[src/rtl/fetch_tgen_pkg.sv]
// Shared types and constants for the fetch traffic generator.
// Mode/state encodings and the Galois LFSR used for RANDOM addressing.
package fetch_tgen_pkg;

  typedef enum logic [1:0] {
    MODE_SEQ    = 2'd0,
    MODE_STRIDE = 2'd1,
    MODE_RANDOM = 2'd2,
    MODE_LOOP   = 2'd3
  } mode_e;

  typedef enum logic [1:0] {
    ST_IDLE  = 2'd0,
    ST_RUN   = 2'd1,
    ST_DRAIN = 2'd2,
    ST_DONE  = 2'd3
  } state_e;

  // x^32 + x^22 + x^2 + x + 1, right-shifting Galois form
  localparam logic [31:0] LFSR_POLY = 32'h8020_0003;
  localparam int          LOOP_LEN  = 8;

  function automatic logic [31:0] lfsr_step(input logic [31:0] s);
    return s[0] ? ((s >> 1) ^ LFSR_POLY) : (s >> 1);
  endfunction

endpackage

[src/rtl/fetch_tgen_chan.sv]
// One fetch channel: FSM, address pattern, in-flight address FIFO and response checker.
// req drops while the FIFO is full unless a response frees a slot in the same cycle.
module fetch_tgen_chan
  import fetch_tgen_pkg::*;
#(
  parameter int          AW         = 32,
  parameter int          DW         = 32,
  parameter int          MAX_OUT    = 4,
  parameter int          RANGE_LOG2 = 12,
  parameter logic [AW-1:0] BASE     = '0,
  parameter logic [31:0] SEED       = 32'h1
) (
  input  logic          clk,
  input  logic          rst,
  input  logic          start,
  input  logic [1:0]    mode,
  input  logic [15:0]   stride,
  input  logic [15:0]   nb_trans,
  output logic          req,
  output logic [AW-1:0] addr,
  input  logic          gnt,
  input  logic          rvalid,
  input  logic [DW-1:0] rdata,
  output logic          err,
  output logic          rsp,
  output logic          busy,
  output logic          done
);

  localparam int PW = (MAX_OUT > 1) ? $clog2(MAX_OUT) : 1;
  localparam int CW = $clog2(MAX_OUT + 1);
  localparam int LW = $clog2(LOOP_LEN);

  state_e                state_q, state_d;
  mode_e                 mode_q;
  logic [15:0]           stride_q, nb_q, gnt_cnt_q;
  logic [RANGE_LOG2-1:0] off_q, off_d, sum_off, step;
  logic [31:0]           lfsr_q, lfsr_nxt;
  logic [LW-1:0]         loop_q;
  logic [DW-1:0]         mem_q [MAX_OUT];
  logic [PW-1:0]         wr_q, rd_q;
  logic [CW-1:0]         cnt_q;
  logic                  full, empty, push, pop, start_ok;

  assign full     = (cnt_q == CW'(MAX_OUT));
  assign empty    = (cnt_q == '0);
  assign pop      = rvalid & ~empty;
  assign req      = (state_q == ST_RUN) & (~full | pop);
  assign push     = req & gnt;
  assign addr     = BASE + AW'(off_q);
  assign start_ok = start & ((state_q == ST_IDLE) | (state_q == ST_DONE));

  // A response with nothing outstanding is a protocol error and never pops.
  assign err  = (rvalid & empty) | (pop & (mem_q[rd_q] != rdata));
  assign rsp  = pop;
  assign busy = (state_q == ST_RUN) | (state_q == ST_DRAIN);
  assign done = (state_q == ST_DONE);

  always_comb begin
    lfsr_nxt = lfsr_step(lfsr_q);
    sum_off  = off_q + RANGE_LOG2'(stride_q);
    case (mode_q)
      MODE_SEQ:    step = off_q + RANGE_LOG2'(4);
      MODE_STRIDE: step = sum_off;
      MODE_RANDOM: step = RANGE_LOG2'(lfsr_nxt);
      MODE_LOOP:   step = (loop_q == LW'(LOOP_LEN - 1)) ? '0 : sum_off;
      default:     step = sum_off;
    endcase
    off_d = step & ~RANGE_LOG2'(3);
  end

  always_comb begin
    state_d = state_q;
    case (state_q)
      ST_IDLE, ST_DONE: if (start) state_d = (nb_trans == 16'd0) ? ST_DONE : ST_RUN;
      ST_RUN:           if (push && (gnt_cnt_q + 16'd1 == nb_q)) state_d = ST_DRAIN;
      ST_DRAIN:         if (empty) state_d = ST_DONE;
      default:          state_d = ST_IDLE;
    endcase
  end

  always_ff @(posedge clk or posedge rst) begin
    if (rst) begin
      state_q   <= ST_IDLE;
      mode_q    <= MODE_SEQ;
      stride_q  <= '0;
      nb_q      <= '0;
      gnt_cnt_q <= '0;
      off_q     <= '0;
      lfsr_q    <= SEED;
      loop_q    <= '0;
    end else begin
      state_q <= state_d;
      if (start_ok) begin
        mode_q    <= mode_e'(mode);
        stride_q  <= {stride[15:2], 2'b00};
        nb_q      <= nb_trans;
        gnt_cnt_q <= '0;
        off_q     <= '0;
        lfsr_q    <= SEED;
        loop_q    <= '0;
      end else if (push) begin
        gnt_cnt_q <= gnt_cnt_q + 16'd1;
        off_q     <= off_d;
        lfsr_q    <= lfsr_nxt;
        loop_q    <= (loop_q == LW'(LOOP_LEN - 1)) ? '0 : loop_q + LW'(1);
      end
    end
  end

  always_ff @(posedge clk) begin
    if (push) mem_q[wr_q] <= addr[DW-1:0];
  end

  always_ff @(posedge clk or posedge rst) begin
    if (rst) begin
      wr_q  <= '0;
      rd_q  <= '0;
      cnt_q <= '0;
    end else begin
      if (push) wr_q <= (wr_q == PW'(MAX_OUT - 1)) ? '0 : wr_q + PW'(1);
      if (pop)  rd_q <= (rd_q == PW'(MAX_OUT - 1)) ? '0 : rd_q + PW'(1);
      cnt_q <= cnt_q + CW'(push) - CW'(pop);
    end
  end

endmodule

[src/rtl/fetch_tgen_mc.sv]
// Multi-channel fetch traffic generator with global start/done and error/transaction totals.
// Starts are ignored while any channel is busy; err_cnt_o saturates, trans_cnt_o wraps.
module fetch_tgen_mc
  import fetch_tgen_pkg::*;
#(
  parameter int                          NB_CH            = 2,
  parameter int                          FETCH_ADDR_WIDTH = 32,
  parameter int                          FETCH_DATA_WIDTH = 32,
  parameter int                          MAX_OUTSTANDING  = 4,
  parameter logic [FETCH_ADDR_WIDTH-1:0] BASE_ADDR        = 32'h1C00_0000,
  parameter int                          RANGE_LOG2       = 12,
  parameter logic [31:0]                 LFSR_SEED        = 32'hACE1_2468
) (
  input  logic                                 clk,
  input  logic                                 rst,
  input  logic                                 start_i,
  input  logic [1:0]                           mode_i,
  input  logic [15:0]                          stride_i,
  input  logic [15:0]                          nb_trans_i,
  output logic [NB_CH-1:0]                     fetch_req_o,
  output logic [NB_CH*FETCH_ADDR_WIDTH-1:0]    fetch_addr_o,
  input  logic [NB_CH-1:0]                     fetch_gnt_i,
  input  logic [NB_CH-1:0]                     fetch_rvalid_i,
  input  logic [NB_CH*FETCH_DATA_WIDTH-1:0]    fetch_rdata_i,
  output logic                                 busy_o,
  output logic                                 done_o,
  output logic [15:0]                          err_cnt_o,
  output logic [31:0]                          trans_cnt_o
);

  logic [NB_CH-1:0] ch_err, ch_rsp, ch_busy, ch_done;
  logic             start_acc, done_q;
  logic [15:0]      err_cnt_q;
  logic [31:0]      trans_cnt_q, n_err, n_rsp;
  logic [16:0]      err_sum;

  assign busy_o    = |ch_busy;
  assign start_acc = start_i & ~busy_o;

  for (genvar c = 0; c < NB_CH; c++) begin : g_ch
    localparam logic [FETCH_ADDR_WIDTH-1:0] CH_BASE =
      BASE_ADDR + (FETCH_ADDR_WIDTH'(c) << RANGE_LOG2);

    fetch_tgen_chan #(
      .AW         (FETCH_ADDR_WIDTH),
      .DW         (FETCH_DATA_WIDTH),
      .MAX_OUT    (MAX_OUTSTANDING),
      .RANGE_LOG2 (RANGE_LOG2),
      .BASE       (CH_BASE),
      .SEED       (LFSR_SEED ^ 32'(c))
    ) u_chan (
      .clk      (clk),
      .rst      (rst),
      .start    (start_acc),
      .mode     (mode_i),
      .stride   (stride_i),
      .nb_trans (nb_trans_i),
      .req      (fetch_req_o[c]),
      .addr     (fetch_addr_o[c*FETCH_ADDR_WIDTH +: FETCH_ADDR_WIDTH]),
      .gnt      (fetch_gnt_i[c]),
      .rvalid   (fetch_rvalid_i[c]),
      .rdata    (fetch_rdata_i[c*FETCH_DATA_WIDTH +: FETCH_DATA_WIDTH]),
      .err      (ch_err[c]),
      .rsp      (ch_rsp[c]),
      .busy     (ch_busy[c]),
      .done     (ch_done[c])
    );
  end

  always_comb begin
    n_err = '0;
    n_rsp = '0;
    for (int c = 0; c < NB_CH; c++) begin
      n_err = n_err + 32'(ch_err[c]);
      n_rsp = n_rsp + 32'(ch_rsp[c]);
    end
    err_sum = {1'b0, err_cnt_q} + 17'(n_err);
  end

  always_ff @(posedge clk or posedge rst) begin
    if (rst) begin
      done_q      <= 1'b0;
      err_cnt_q   <= '0;
      trans_cnt_q <= '0;
    end else begin
      done_q      <= start_acc ? 1'b0 : &ch_done;
      err_cnt_q   <= err_sum[16] ? 16'hFFFF : err_sum[15:0];
      trans_cnt_q <= trans_cnt_q + n_rsp;
    end
  end

  assign done_o      = done_q;
  assign err_cnt_o   = err_cnt_q;
  assign trans_cnt_o = trans_cnt_q;

endmodule

[config.mk]
export PLATFORM = sky130hd
export DESIGN_NAME = fetch_tgen_mc
export DESIGN_NICKNAME = d
export VERILOG_FILES = /design/src/rtl/fetch_tgen_pkg.sv /design/src/rtl/fetch_tgen_chan.sv /design/src/rtl/fetch_tgen_mc.sv
export SDC_FILE = /design/constraint.sdc
export NUM_CORES = 1
export LEC_CHECK = 0
export CAP_MARGIN = 10
export CORE_MARGIN = 1.5
export CORE_UTILIZATION = 56
export CTS_CLUSTER_DIAMETER = 200
export DETAILED_ROUTE_END_ITERATION = 10
export GPL_TIMING_DRIVEN = 1
export PLACE_DENSITY = 0.78
export SLEW_MARGIN = 20
export SYNTH_ARGS = -nofsm -noshare
export SYNTH_HDL_FRONTEND = slang
export SYNTH_SLANG_ARGS = --single-unit
[constraint.sdc]
create_clock -name clk -period 11.6 [get_ports clk]
set_clock_uncertainty 0.05 [all_clocks]
set_input_delay 2.32 -clock clk [delete_from_list [all_inputs] [get_ports clk]]
set_output_delay 2.32 -clock clk [all_outputs]
set_load 0.1 [all_outputs]
==> results by group <==
Floorplanning
  • Die Y-Extent: 174 um
  • Ports: 221
  • Initial Util: 0.569
  • Die X: 174 um
  • Core Area: 28800 um^2
  • Die area: 30300 um^2
  • # rows: 62

Synthesis
  • Post-Synth Adder-Cell Area: 0.0455
  • Leading area contributor after synthesis: dfrtp_1
  • Post-Synth Simple-Gate Area: 0.185
  • Synthesized area: 16400 um^2
  • Compound-cell area share of the yosys netlist: 0.0857
  • Area share of the largest cell type after synthesis: 0.333
  • Number of flops mapped to enable cells by yosys: 80
  • Async set-reset flop share out of synthesis: 0.754
  • Sequential area share after synthesis: 0.523
  • Synth Area in XOR/XNOR: 0.0732
  • Yosys cell types: 79
  • Synth Instances: 1594
  • Post-synth top cells: 335 x nand2_1, 218 x dfrtp_1, 98 x a21oi_1
  • Ys Warns: 0
  • Ys flop type: dfrtp_1
  • Main combinational cell family by area after synthesis: simple AND/OR/NAND/NOR gates
  • Syn Area/Cell: 10.3 um^2
  • Most numerous cell in the Yosys netlist: nand2_1
  • Register bit count reported by yosys: 325
  • Synth area leaders: dfrtp_1 33%, edfxtp_1 15%, nand2_1 7.7%, dfstp_2 4.3%, xnor2_1 4.1%
  • Mux share of post-synthesis cell area: 0.0381

Route
  • Total wire length: 36100 um
  • DRT antenna net count: 0
  • Initial drt markers: 1046
  • DRC viols: 0
  • Routed WL per cell: 16.9 um
  • DR pass1 iterations: 5
  • Routed vias/inst: 5.60
  • Vias: 12000

Setup path
  • Crit path arrival time: 4710 ps
  • Max Fanout on Critical Path: 3
  • Req. time, crit path: 9230 ps
  • CP cell instances: clkdlybuf4s50_1 -> or4b_1 -> and2_1 -> clkdlybuf4s50_1
  • Max incr delay on CP: 960 ps
  • Nature of the critical path endpoint: primary output
  • Worst Setup Start Kind: input pin
  • Worst Setup Path Type: in2out
  • Slowest cell on crit path: clkdlybuf4s50_1
  • Most used cell, CP: clkdlybuf4s50_1

Power and ir drop
  • Pint: 0.00302 W
  • Switching share of power: 0.422
  • Pwr Density: 270 nW/um^2
  • Clk pwr share: 0.217
  • Combinational Power Share: 0.405
  • Sw power: 0.00220 W
  • Maximum VDD drop: 323 uV
  • Sequential Power Share: 0.378
  • Leak: 8.35 nW

Timing
  • Slew headroom: 0.312
  • Setup TNS: 0 ps
  • Final worst path period share: 0.611
  • RSZ-0062 raised after global routing: no
  • Highest Clock Rate: 141 MHz
  • Setup ws final: 4520 ps
  • Crit path time final: 7080 ps
  • Fin. Hold Viols: 0
  • Count of pins over their slew limit: 0
  • Final setup vio count: 0
  • Hold WS: 416 ps
  • Worst-margin pin slew: 1030 ps

Clock tree
  • Clock Latency Late Sink: 520 ps
  • H-tree depth: 2
  • CTS Buf Count: 35
  • CTS Hold Bufs: 0
  • CTS tree: done
  • Post-CTS sizing: 0
  • CTS clk-pin slew, worst paths: 50 ps
  • Root buffer cell: clkbuf_16
  • Post-CTS setup buffer count: 0
  • Clock sinks: 325
  • CTS max path bufs: 3

GRT
  • Vias in the first global route: 12000
  • Global-route wire length before repair: 60000 um
  • Pin count of the biggest net entering global routing: 101
  • GRT Util Overall: 0.243
  • Initial antenna violation count: 3
  • Global route overflow: 0

Placed design
  • DP Wirelength: 24200 um
  • Dpl cell area: 18200 um^2
  • DP Worst Slack: 4530 ps
  • Port Buffers: 170
  • Gpl congestion: 0.843

Final layout
  • Nets: 1891
  • Fill cell count: 2179
  • Layout cells sized above 1: 0.0774
  • Design Area, Final: 19400 um^2
  • P&R area growth vs syn: 18.1%

Run status
  • Status: finished, final reports clean

Job
  • Max_cap viols: 0

Hold path
  • Min-Delay Path Class: reg2reg
## stage by stage
stage | power, W | utilization | std cells
floorplan | 0.00357 | - | 1636
global placement | 0.00403 | 0.631 | 2077
detailed placement | 0.00411 | 0.631 | 2077
CTS | 0.00526 | 0.672 | 2141
global route | 0.00556 | 0.672 | 2141
finish | 0.00523 | 0.673 | 2143
## cell families (layout without fill, tap and decap cells)
group,count (synthesis),count (layout)
AND/OR/NAND/NOR,648,648
flip-flops,325,325
AO/OA/AOI/OAI,226,226
buffers and inverters,164,285
XOR/XNOR,137,137
adder cells (fa/ha/maj),56,56
multiplexers,36,36
other,2,46
## sequential cells by signal, indices dropped and copies added (netlist names)
name                   flops
done_o                     1
err_cnt_o                 16
g_ch.u_chan.cnt_q          6
g_ch.u_chan.gnt_cnt_q     32
g_ch.u_chan.lfsr_q        64
g_ch.u_chan.loop_q         6
g_ch.u_chan.mem_q         80
g_ch.u_chan.mode_q         4
g_ch.u_chan.nb_q          32
g_ch.u_chan.off_q         20
g_ch.u_chan.rd_q           4
g_ch.u_chan.state_q        4
g_ch.u_chan.stride_q      20
g_ch.u_chan.wr_q           4
trans_cnt_o               32
## power by group through the flow
| stage | clock network, W | logic (W) | registers, W |
|---|---|---|---|
| floorplan | 0 | 0.00136 | 0.00221 |
| global placement | 0 | 0.00206 | 0.00197 |
| detailed placement | 0 | 0.00211 | 0.00199 |
| CTS | 0.00116 | 0.00213 | 0.00197 |
| global route | 0.00120 | 0.00233 | 0.00203 |
| finish | 0.00114 | 0.00212 | 0.00197 |
## placed cells by master (no fill, tap or decap), types with 50 or more instances in the layout
cell,n
xor2_1,61
nand3_1,76
a21oi_1,98
nand2_1,335
dfrtp_1,218
edfxtp_1,80
clkdlybuf4s50_1,170
nor2_1,76
ha_1,50
xnor2_1,76
## final timing paths
path,from,end,slack [ps],cells after the start
setup / recovery,fetch_rvalid_i[0],fetch_req_o[0],4520,4
hold / removal,trans_cnt_o[31],trans_cnt_o[31],420,1
setup reg to reg,g_ch[1].u_chan.rd_q[0],err_cnt_o[10],7200,12
hold reg to reg,trans_cnt_o[31],trans_cnt_o[31],420,1
max in group asynchronous,rst,g_ch[0].u_chan.lfsr_q[19],7910,3
min in group asynchronous,rst,trans_cnt_o[15],2230,2
## layout make-up
cell class                      instances  area, um^2  area share
Clock buffer                           50        1000      0.0518
Sequential cell                       325        8570       0.443
Multi-Input combinational cell       1147        7190       0.371
Antenna cell                            2        5.00    0.000259
Timing Repair Buffer                  177        1760      0.0908
Tap cell                              384         480      0.0248
Inverter                               44         173     0.00892
Clock inverter                         14         183     0.00944
## worst max-delay path, delay by kind of cell
kind                   cells  cell delay [ps]
and+or+nand+nor            2              920
buffers and inverters      2             1460
## metal layers
metal  up-vias  track usage  share of wire
li1       5726            -              -
met3        57       0.0381          0.059
met5         -            0        0.00042
met1      5860        0.333           0.44
met4         2       0.0607          0.018
met2       365        0.408           0.48
No activity file was read; power rests on OpenSTA's default activity.
